File: src/rtl/div32_seq_if.sv
// Handshake and data bundle between the control unit and the sequential signed divider.
interface div32_seq_if #(parameter int WIDTH = 32);
    logic             start;
    logic [WIDTH-1:0] RA;
    logic [WIDTH-1:0] RB;
    logic             busy;
    logic             done;
    logic             div_by_zero;
    logic [WIDTH-1:0] ZLow;
    logic [WIDTH-1:0] ZHigh;

    modport master (
        output start, RA, RB,
        input  busy, done, div_by_zero, ZLow, ZHigh
    );

    modport slave (
        input  start, RA, RB,
        output busy, done, div_by_zero, ZLow, ZHigh
    );
endinterface

File: src/rtl/div32_seq.sv
// Multi-cycle signed 32-bit restoring divider: one trial subtraction per cycle,
// quotient to ZLow and remainder to ZHigh, with a divide-by-zero shortcut.
module div32_seq #(
    parameter int WIDTH = 32
) (
    input  logic        clock,
    input  logic        clear,
    div32_seq_if.slave  bus
);

    typedef enum logic [1:0] {
        IDLE = 2'd0,
        DIV  = 2'd1,
        FIX  = 2'd2,
        DONE = 2'd3
    } state_t;

    state_t           state_q, state_d;
    logic [WIDTH-1:0] dividend_q, dividend_d;
    logic [WIDTH-1:0] divisor_q, divisor_d;
    logic [WIDTH:0]   p_q, p_d;
    logic [4:0]       count_q, count_d;
    logic             sign_q_q, sign_q_d;
    logic             sign_r_q, sign_r_d;
    logic             zero_q, zero_d;
    logic             dbz_q, dbz_d;
    logic [WIDTH-1:0] zlow_q, zlow_d;
    logic [WIDTH-1:0] zhigh_q, zhigh_d;
    logic             busy_q, busy_d;
    logic             done_q, done_d;
    logic [WIDTH:0]   trial_s;

    // Next-state, datapath step and registered-output computation.
    always_comb begin
        state_d    = state_q;
        dividend_d = dividend_q;
        divisor_d  = divisor_q;
        p_d        = p_q;
        count_d    = count_q;
        sign_q_d   = sign_q_q;
        sign_r_d   = sign_r_q;
        zero_d     = zero_q;
        dbz_d      = dbz_q;
        zlow_d     = zlow_q;
        zhigh_d    = zhigh_q;
        trial_s    = {p_q[WIDTH-1:0], dividend_q[WIDTH-1]} - {1'b0, divisor_q};

        case (state_q)
            IDLE: begin
                if (bus.start) begin
                    if (bus.RB == {WIDTH{1'b0}}) begin
                        // Results are final immediately; FIX only adds the
                        // one cycle of latency before the done pulse.
                        dbz_d   = 1'b1;
                        zlow_d  = {WIDTH{1'b1}};
                        zhigh_d = bus.RA;
                        zero_d  = 1'b1;
                        state_d = FIX;
                    end else begin
                        sign_q_d   = bus.RA[WIDTH-1] ^ bus.RB[WIDTH-1];
                        sign_r_d   = bus.RA[WIDTH-1];
                        dividend_d = bus.RA[WIDTH-1] ? ({WIDTH{1'b0}} - bus.RA) : bus.RA;
                        divisor_d  = bus.RB[WIDTH-1] ? ({WIDTH{1'b0}} - bus.RB) : bus.RB;
                        p_d        = {(WIDTH+1){1'b0}};
                        count_d    = 5'd0;
                        zero_d     = 1'b0;
                        state_d    = DIV;
                    end
                end else begin
                    state_d = IDLE;
                end
            end
            DIV: begin
                if (!trial_s[WIDTH]) begin
                    p_d        = trial_s;
                    dividend_d = {dividend_q[WIDTH-2:0], 1'b1};
                end else begin
                    p_d        = {p_q[WIDTH-1:0], dividend_q[WIDTH-1]};
                    dividend_d = {dividend_q[WIDTH-2:0], 1'b0};
                end
                count_d = count_q + 5'd1;
                if (count_q == 5'd31) begin
                    state_d = FIX;
                end else begin
                    state_d = DIV;
                end
            end
            FIX: begin
                if (!zero_q) begin
                    zlow_d  = sign_q_q ? ({WIDTH{1'b0}} - dividend_q) : dividend_q;
                    zhigh_d = sign_r_q ? ({WIDTH{1'b0}} - p_q[WIDTH-1:0]) : p_q[WIDTH-1:0];
                    dbz_d   = 1'b0;
                end else begin
                    dbz_d   = 1'b1;
                end
                state_d = DONE;
            end
            DONE: begin
                state_d = IDLE;
            end
            default: begin
                state_d = IDLE;
            end
        endcase

        busy_d = (state_d == DIV) || ((state_d == FIX) && !zero_d);
        done_d = (state_d == DONE);
    end

    // State and output registers with synchronous clear.
    always_ff @(posedge clock) begin
        if (clear) begin
            state_q    <= IDLE;
            dividend_q <= {WIDTH{1'b0}};
            divisor_q  <= {WIDTH{1'b0}};
            p_q        <= {(WIDTH+1){1'b0}};
            count_q    <= 5'd0;
            sign_q_q   <= 1'b0;
            sign_r_q   <= 1'b0;
            zero_q     <= 1'b0;
            dbz_q      <= 1'b0;
            zlow_q     <= {WIDTH{1'b0}};
            zhigh_q    <= {WIDTH{1'b0}};
            busy_q     <= 1'b0;
            done_q     <= 1'b0;
        end else begin
            state_q    <= state_d;
            dividend_q <= dividend_d;
            divisor_q  <= divisor_d;
            p_q        <= p_d;
            count_q    <= count_d;
            sign_q_q   <= sign_q_d;
            sign_r_q   <= sign_r_d;
            zero_q     <= zero_d;
            dbz_q      <= dbz_d;
            zlow_q     <= zlow_d;
            zhigh_q    <= zhigh_d;
            busy_q     <= busy_d;
            done_q     <= done_d;
        end
    end

    assign bus.busy        = busy_q;
    assign bus.done        = done_q;
    assign bus.div_by_zero = dbz_q;
    assign bus.ZLow        = zlow_q;
    assign bus.ZHigh       = zhigh_q;

endmodule

File: src/flat_wrapper.sv
// flat-port wrapper written by rule: the top's interface ports become plain ports
module div32_seq_flat 
#(
    parameter int WIDTH = 32
)
  (clock, clear, bus_start, bus_RA, bus_RB, bus_busy, bus_done, bus_div_by_zero, bus_ZLow, bus_ZHigh);
  div32_seq_if #(.WIDTH(WIDTH)) bus_i ();
  input  logic clock;
  input  logic clear;
  input wire logic [$bits(bus_i.start)-1:0] bus_start;
  input wire logic [$bits(bus_i.RA)-1:0] bus_RA;
  input wire logic [$bits(bus_i.RB)-1:0] bus_RB;
  output wire logic [$bits(bus_i.busy)-1:0] bus_busy;
  output wire logic [$bits(bus_i.done)-1:0] bus_done;
  output wire logic [$bits(bus_i.div_by_zero)-1:0] bus_div_by_zero;
  output wire logic [$bits(bus_i.ZLow)-1:0] bus_ZLow;
  output wire logic [$bits(bus_i.ZHigh)-1:0] bus_ZHigh;
  assign bus_i.start = bus_start;
  assign bus_i.RA = bus_RA;
  assign bus_i.RB = bus_RB;
  assign bus_busy = bus_i.busy;
  assign bus_done = bus_i.done;
  assign bus_div_by_zero = bus_i.div_by_zero;
  assign bus_ZLow = bus_i.ZLow;
  assign bus_ZHigh = bus_i.ZHigh;
  div32_seq #(.WIDTH(WIDTH)) u_core (.clock(clock), .clear(clear), .bus(bus_i));
endmodule
File: config.mk
export PLATFORM = sky130hd
export DESIGN_NAME = div32_seq_flat
export DESIGN_NICKNAME = d
export VERILOG_FILES = /design/src/rtl/div32_seq_if.sv /design/src/rtl/div32_seq.sv /design/src/flat_wrapper.sv
export SDC_FILE = /design/constraint.sdc
export NUM_CORES = 1
export LEC_CHECK = 0
export CAP_MARGIN = 0
export CORE_MARGIN = 5
export CORE_UTILIZATION = 45
export DETAILED_ROUTE_END_ITERATION = 7
export HOLD_SLACK_MARGIN = 0.15
export MAX_ROUTING_LAYER = met4
export PLACE_DENSITY_LB_ADDON = 0.15
export SYNTH_ARGS = -nofsm -noshare
export SYNTH_HDL_FRONTEND = slang
export SYNTH_SLANG_ARGS = --single-unit
File: constraint.sdc
create_clock -name clock -period 4.49 [get_ports clock]
set_input_delay 0.449 -clock clock [delete_from_list [all_inputs] [get_ports clock]]
set_output_delay 0.449 -clock clock [all_outputs]
set_load 0.03 [all_outputs]
==> results_tabular.tex <==
\begin{tabular}{lr}
\hline
Metric & Value \\
\hline
\multicolumn{2}{l}{\textbf{Clocking}} \\
Number of gates resized after cts & 0 \\
Insertion delay to the later sink of the worst-skew pair & 430 ps \\
Hold-fix buffer count after cts & 0 \\
Maximum clock insertion buffer count & 2 \\
CTS sink count & 173 \\
Clock transition at the registers of the reported paths & 70 ps \\
CTS HTree Levels & 4 \\
Clock tree from TritonCTS & built \\
Cell at the root of the clock tree & clkbuf\_16 \\
Buffer count from post-CTS setup fixing & 0 \\
Clock buffers created by TritonCTS & 17 \\
\multicolumn{2}{l}{\textbf{Setup path}} \\
Nature of the critical path startpoint & flip-flop \\
Data arrival time of the critical path & 4050 ps \\
Largest fanout of any net on the critical path & 35 \\
Depth of the worst register-to-register path & 12 \\
Kind of critical path & flip-flop to flip-flop \\
CP Data Required Time & 4790 ps \\
Type of destination of the critical path & flip-flop \\
Worst reg-to-reg setup slack & 740 ps \\
Endpoint of the worst-slack reg-to-reg timing path & u\_core.p\_q[2] \\
Reg-to-reg critical path startpoint & u\_core.p\_q[0] \\
\multicolumn{2}{l}{\textbf{Timing}} \\
Setup violations, final & 0 \\
Final Hold Fails & 0 \\
Transition time at the pin with the least slew margin & 999 ps \\
Total Negative Setup Slacks & 0 ps \\
Post-layout min period & 3750 ps \\
Worst hold slack after final layout & 456 ps \\
Setup repair after global routing missed its margin & false \\
Final period util & 0.836 \\
Achievable clock frequency & 266 MHz \\
Worst-case clock skew & 11.9 ps \\
Max-slew violation count & 0 \\
Relative max-transition margin & 0.333 \\
\multicolumn{2}{l}{\textbf{Power}} \\
P\_leak & 4.79 nW \\
Cell area power density & 611 nW/um2 \\
IR Drop Worst-Case VDD & 0.000596 V \\
\multicolumn{2}{l}{\textbf{Synth}} \\
Area fraction in compound gates after synthesis & 0.246 \\
Area fraction of the dominant cell type after synthesis & 0.316 \\
Most frequently used cell type in the post-synthesis netlist & dfxtp\_1 \\
Proportion of synthesized area in mux cells & 0.0283 \\
Synth warnings & 0 \\
Part of the Yosys area used for sequential elements & 0.316 \\
Synthesized area per cell & 7.74 um2 \\
Post-synthesis xor/xnor area fraction & 0.116 \\
Synth Register Bits & 173 \\
Ranking of synthesized cells by area & dfxtp\_1 32\%, xor2\_1 6.5\%, nand2\_1 5.3\% \\
Fraction of synthesis flops using an asynchronous set or reset pin & 0 \\
Distinct cells, synth & 60 \\
Commonest cells in the synthesized netlist & 173 x dfxtp\_1, 156 x nand2\_1, 153 x nor2\_1 \\
Most common flop cell mapped by yosys & dfxtp\_1 \\
Count of mapped cells out of synthesis & 1417 \\
Largest family of logic cells by synthesized area & compound AO/OA/AOI/OAI gates \\
Simple-gate share of the synthesized area & 0.198 \\
Cell type with the highest aggregate area in the netlist & dfxtp\_1 \\
Number of flops mapped to enable cells by yosys & 0 \\
Total standard cell area after synthesis & 11000 um2 \\
Syn Nets & 1523 \\
Share of synthesized cell area in full adder, half adder and majority cells & 0.0452 \\
\multicolumn{2}{l}{\textbf{Floorplanning}} \\
Die height & 166 um \\
Total core area & 24200 um2 \\
Rows & 57 \\
Die width & 166 um \\
Num ports & 134 \\
Starting utilization of the core area & 0.454 \\
DIE AREA & 27600 um2 \\
\multicolumn{2}{l}{\textbf{Final layout}} \\
Number of fillers in the final layout & 2306 \\
Share of layout cells above drive strength 1 & 0.0503 \\
Number of nets in the finished design & 1605 \\
Cell area after layout & 13200 um2 \\
Diode count & 0 \\
Area growth syn-to-layout & 20.1\% \\
\multicolumn{2}{l}{\textbf{Placed design}} \\
Dpl cell area & 12600 um2 \\
IO buf count & 133 \\
Weighted congestion at the end of routability-driven global placement & 0.931 \\
Detailed placer's ending HPWL & 24.8 mm \\
\multicolumn{2}{l}{\textbf{Run}} \\
MaxCap Viol Count & 0 \\
\multicolumn{2}{l}{\textbf{Worst hold path}} \\
Origin of the worst min-delay path & u\_core.bus.ZHigh[2] \\
Hold path depth & 2 \\
Hold Crit Endpoint & u\_core.bus.ZHigh[2] \\
Worst min-delay path class & flip-flop to flip-flop \\
\multicolumn{2}{l}{\textbf{Drt}} \\
Vias & 10400 \\
Detail-routed net length per standard cell & 17.7 um \\
Residual DRC count & 0 \\
Total Routed Length & 32.6 mm \\
Detailed Routing Iterations Pass 1 & 5 \\
Remaining antenna violation count & 0 \\
Avg Vias per Cell & 5.67 \\
Number of DRC violations after detailed-routing iteration 0 & 681 \\
\multicolumn{2}{l}{\textbf{Global routing}} \\
Aggregate global routing overflow & 0 \\
Global-route wire length before repair & 52.5 mm \\
Via count of the first global-routing pass & 9922 \\
Global-route usage over all layers & 0.235 \\
Maximum number of pins on one net before global-route repair & 76 \\
Antenna violations before repair & 0 \\
\multicolumn{2}{l}{\textbf{Status}} \\
Run status & finished, final reports clean \\
\hline
\end{tabular}
==> how the worst max path moves through the flow <==
| stage | from | endpoint | slack, ps |
|---|---|---|---|
| CTS | u_core.p_q[0] | u_core.p_q[2] | 740 |
| detailed placement | u_core.p_q[0] | u_core.p_q[2] | 740 |
| global placement | u_core.p_q[8] | u_core.p_q[26] | 820 |
| finish | u_core.p_q[0] | u_core.p_q[2] | 740 |
| floorplan | u_core.dividend_q[31] | u_core.p_q[14] | 1070 |
| global route | u_core.p_q[0] | u_core.p_q[2] | 440 |
==> cell families (layout without fill, tap and decap cells) <==
kind of cell	after synthesis	count (layout)
XOR/XNOR	145	145
flip-flops	173	173
buffers and inverters	146	241
multiplexers	31	31
AND/OR/NAND/NOR	473	473
adder cells (fa/ha/maj)	39	39
AO/OA/AOI/OAI	410	410
==> layout by cell type (no fill, tap or decap), drive strengths merged, types with 3 or more instances in the layout <==
master and count:
clkbuf 18, and3 5, buf 20, nor3 42, a21o 12, and4 3
or4 9, o21bai 4, nand3 20, ha 38, or2 5, clkdlybuf4s50 132
xnor2 64, nand2b 22, o21ai 93, nand2 157, o311ai 3, o21a 5
dfxtp 173, a22oi 14, a211oi 60, o41ai 14, mux2i 31, o31ai 41
nor4 11, a221oi 30, and2 4, o211ai 21, a31oi 6, xor2 81
a22o 3, nor2b 5, nand4 12, a21oi 91, inv 65, or3 17
nor2 153, a31o 3
==> layer usage <==
| layer | vias up | global-route usage | share of wire |
|---|---|---|---|
| li1 | 5246 | - | - |
| met1 | 4919 | 0.297 | 0.45 |
| met2 | 223 | 0.398 | 0.49 |
| met3 | 29 | 0.0357 | 0.041 |
| met4 | 0 | 0.0560 | 0.018 |
| met5 | - | - | 0 |
==> power breakdown <==
group	switching (mW)	internal [mW]
Sequential	0.309	1.70
Clock	0.685	0.845
Combinational	2.55	1.95
Total	3.54	4.49
==> layout make-up <==
class | count | area (um2) | share of cell area
Clock buffer | 18 | 429 | 0.0326
Clock inverter | 14 | 173 | 0.0131
Inverter | 57 | 214 | 0.0162
Multi-Input combinational cell | 1098 | 6990 | 0.531
Sequential cell | 173 | 3460 | 0.263
Tap cell | 324 | 405 | 0.0308
Timing Repair Buffer | 152 | 1500 | 0.114
==> through the flow <==
stage / instances / power (mW) / utilization / setup slack, ps
after floorplan: 1417 / 5.44 / - / 1070
after global placement: 1804 / 6.48 / 0.520 / 819
after detailed placement: 1804 / 6.52 / 0.520 / 740
after CTS: 1836 / 8.05 / 0.545 / 745
after global routing: 1836 / 8.63 / 0.545 / 441
final: 1836 / 8.04 / 0.545 / 736
==> worst max-delay path, stage by stage (launching register included) <==
cell	delay, ps
dfxtp_1	420
inv_1	130
fa_1	440
nand2b_1	190
a21oi_1	230
o21bai_1	160
a2111oi_1	460
buf_4	200
o21ai_0	160
and4b_1	240
or3_1	440
buf_12	220
o311ai_0	320
==> sequential cells by signal, indices dropped and copies added, names as in the netlist, 2 cells and up <==
name	count
u_core.bus.ZLow	32
u_core.divisor_q	32
u_core.state_q	2
u_core.bus.ZHigh	32
u_core.dividend_q	32
u_core.count_q	5
u_core.p_q	32
Power figures use the tool's default switching activity.
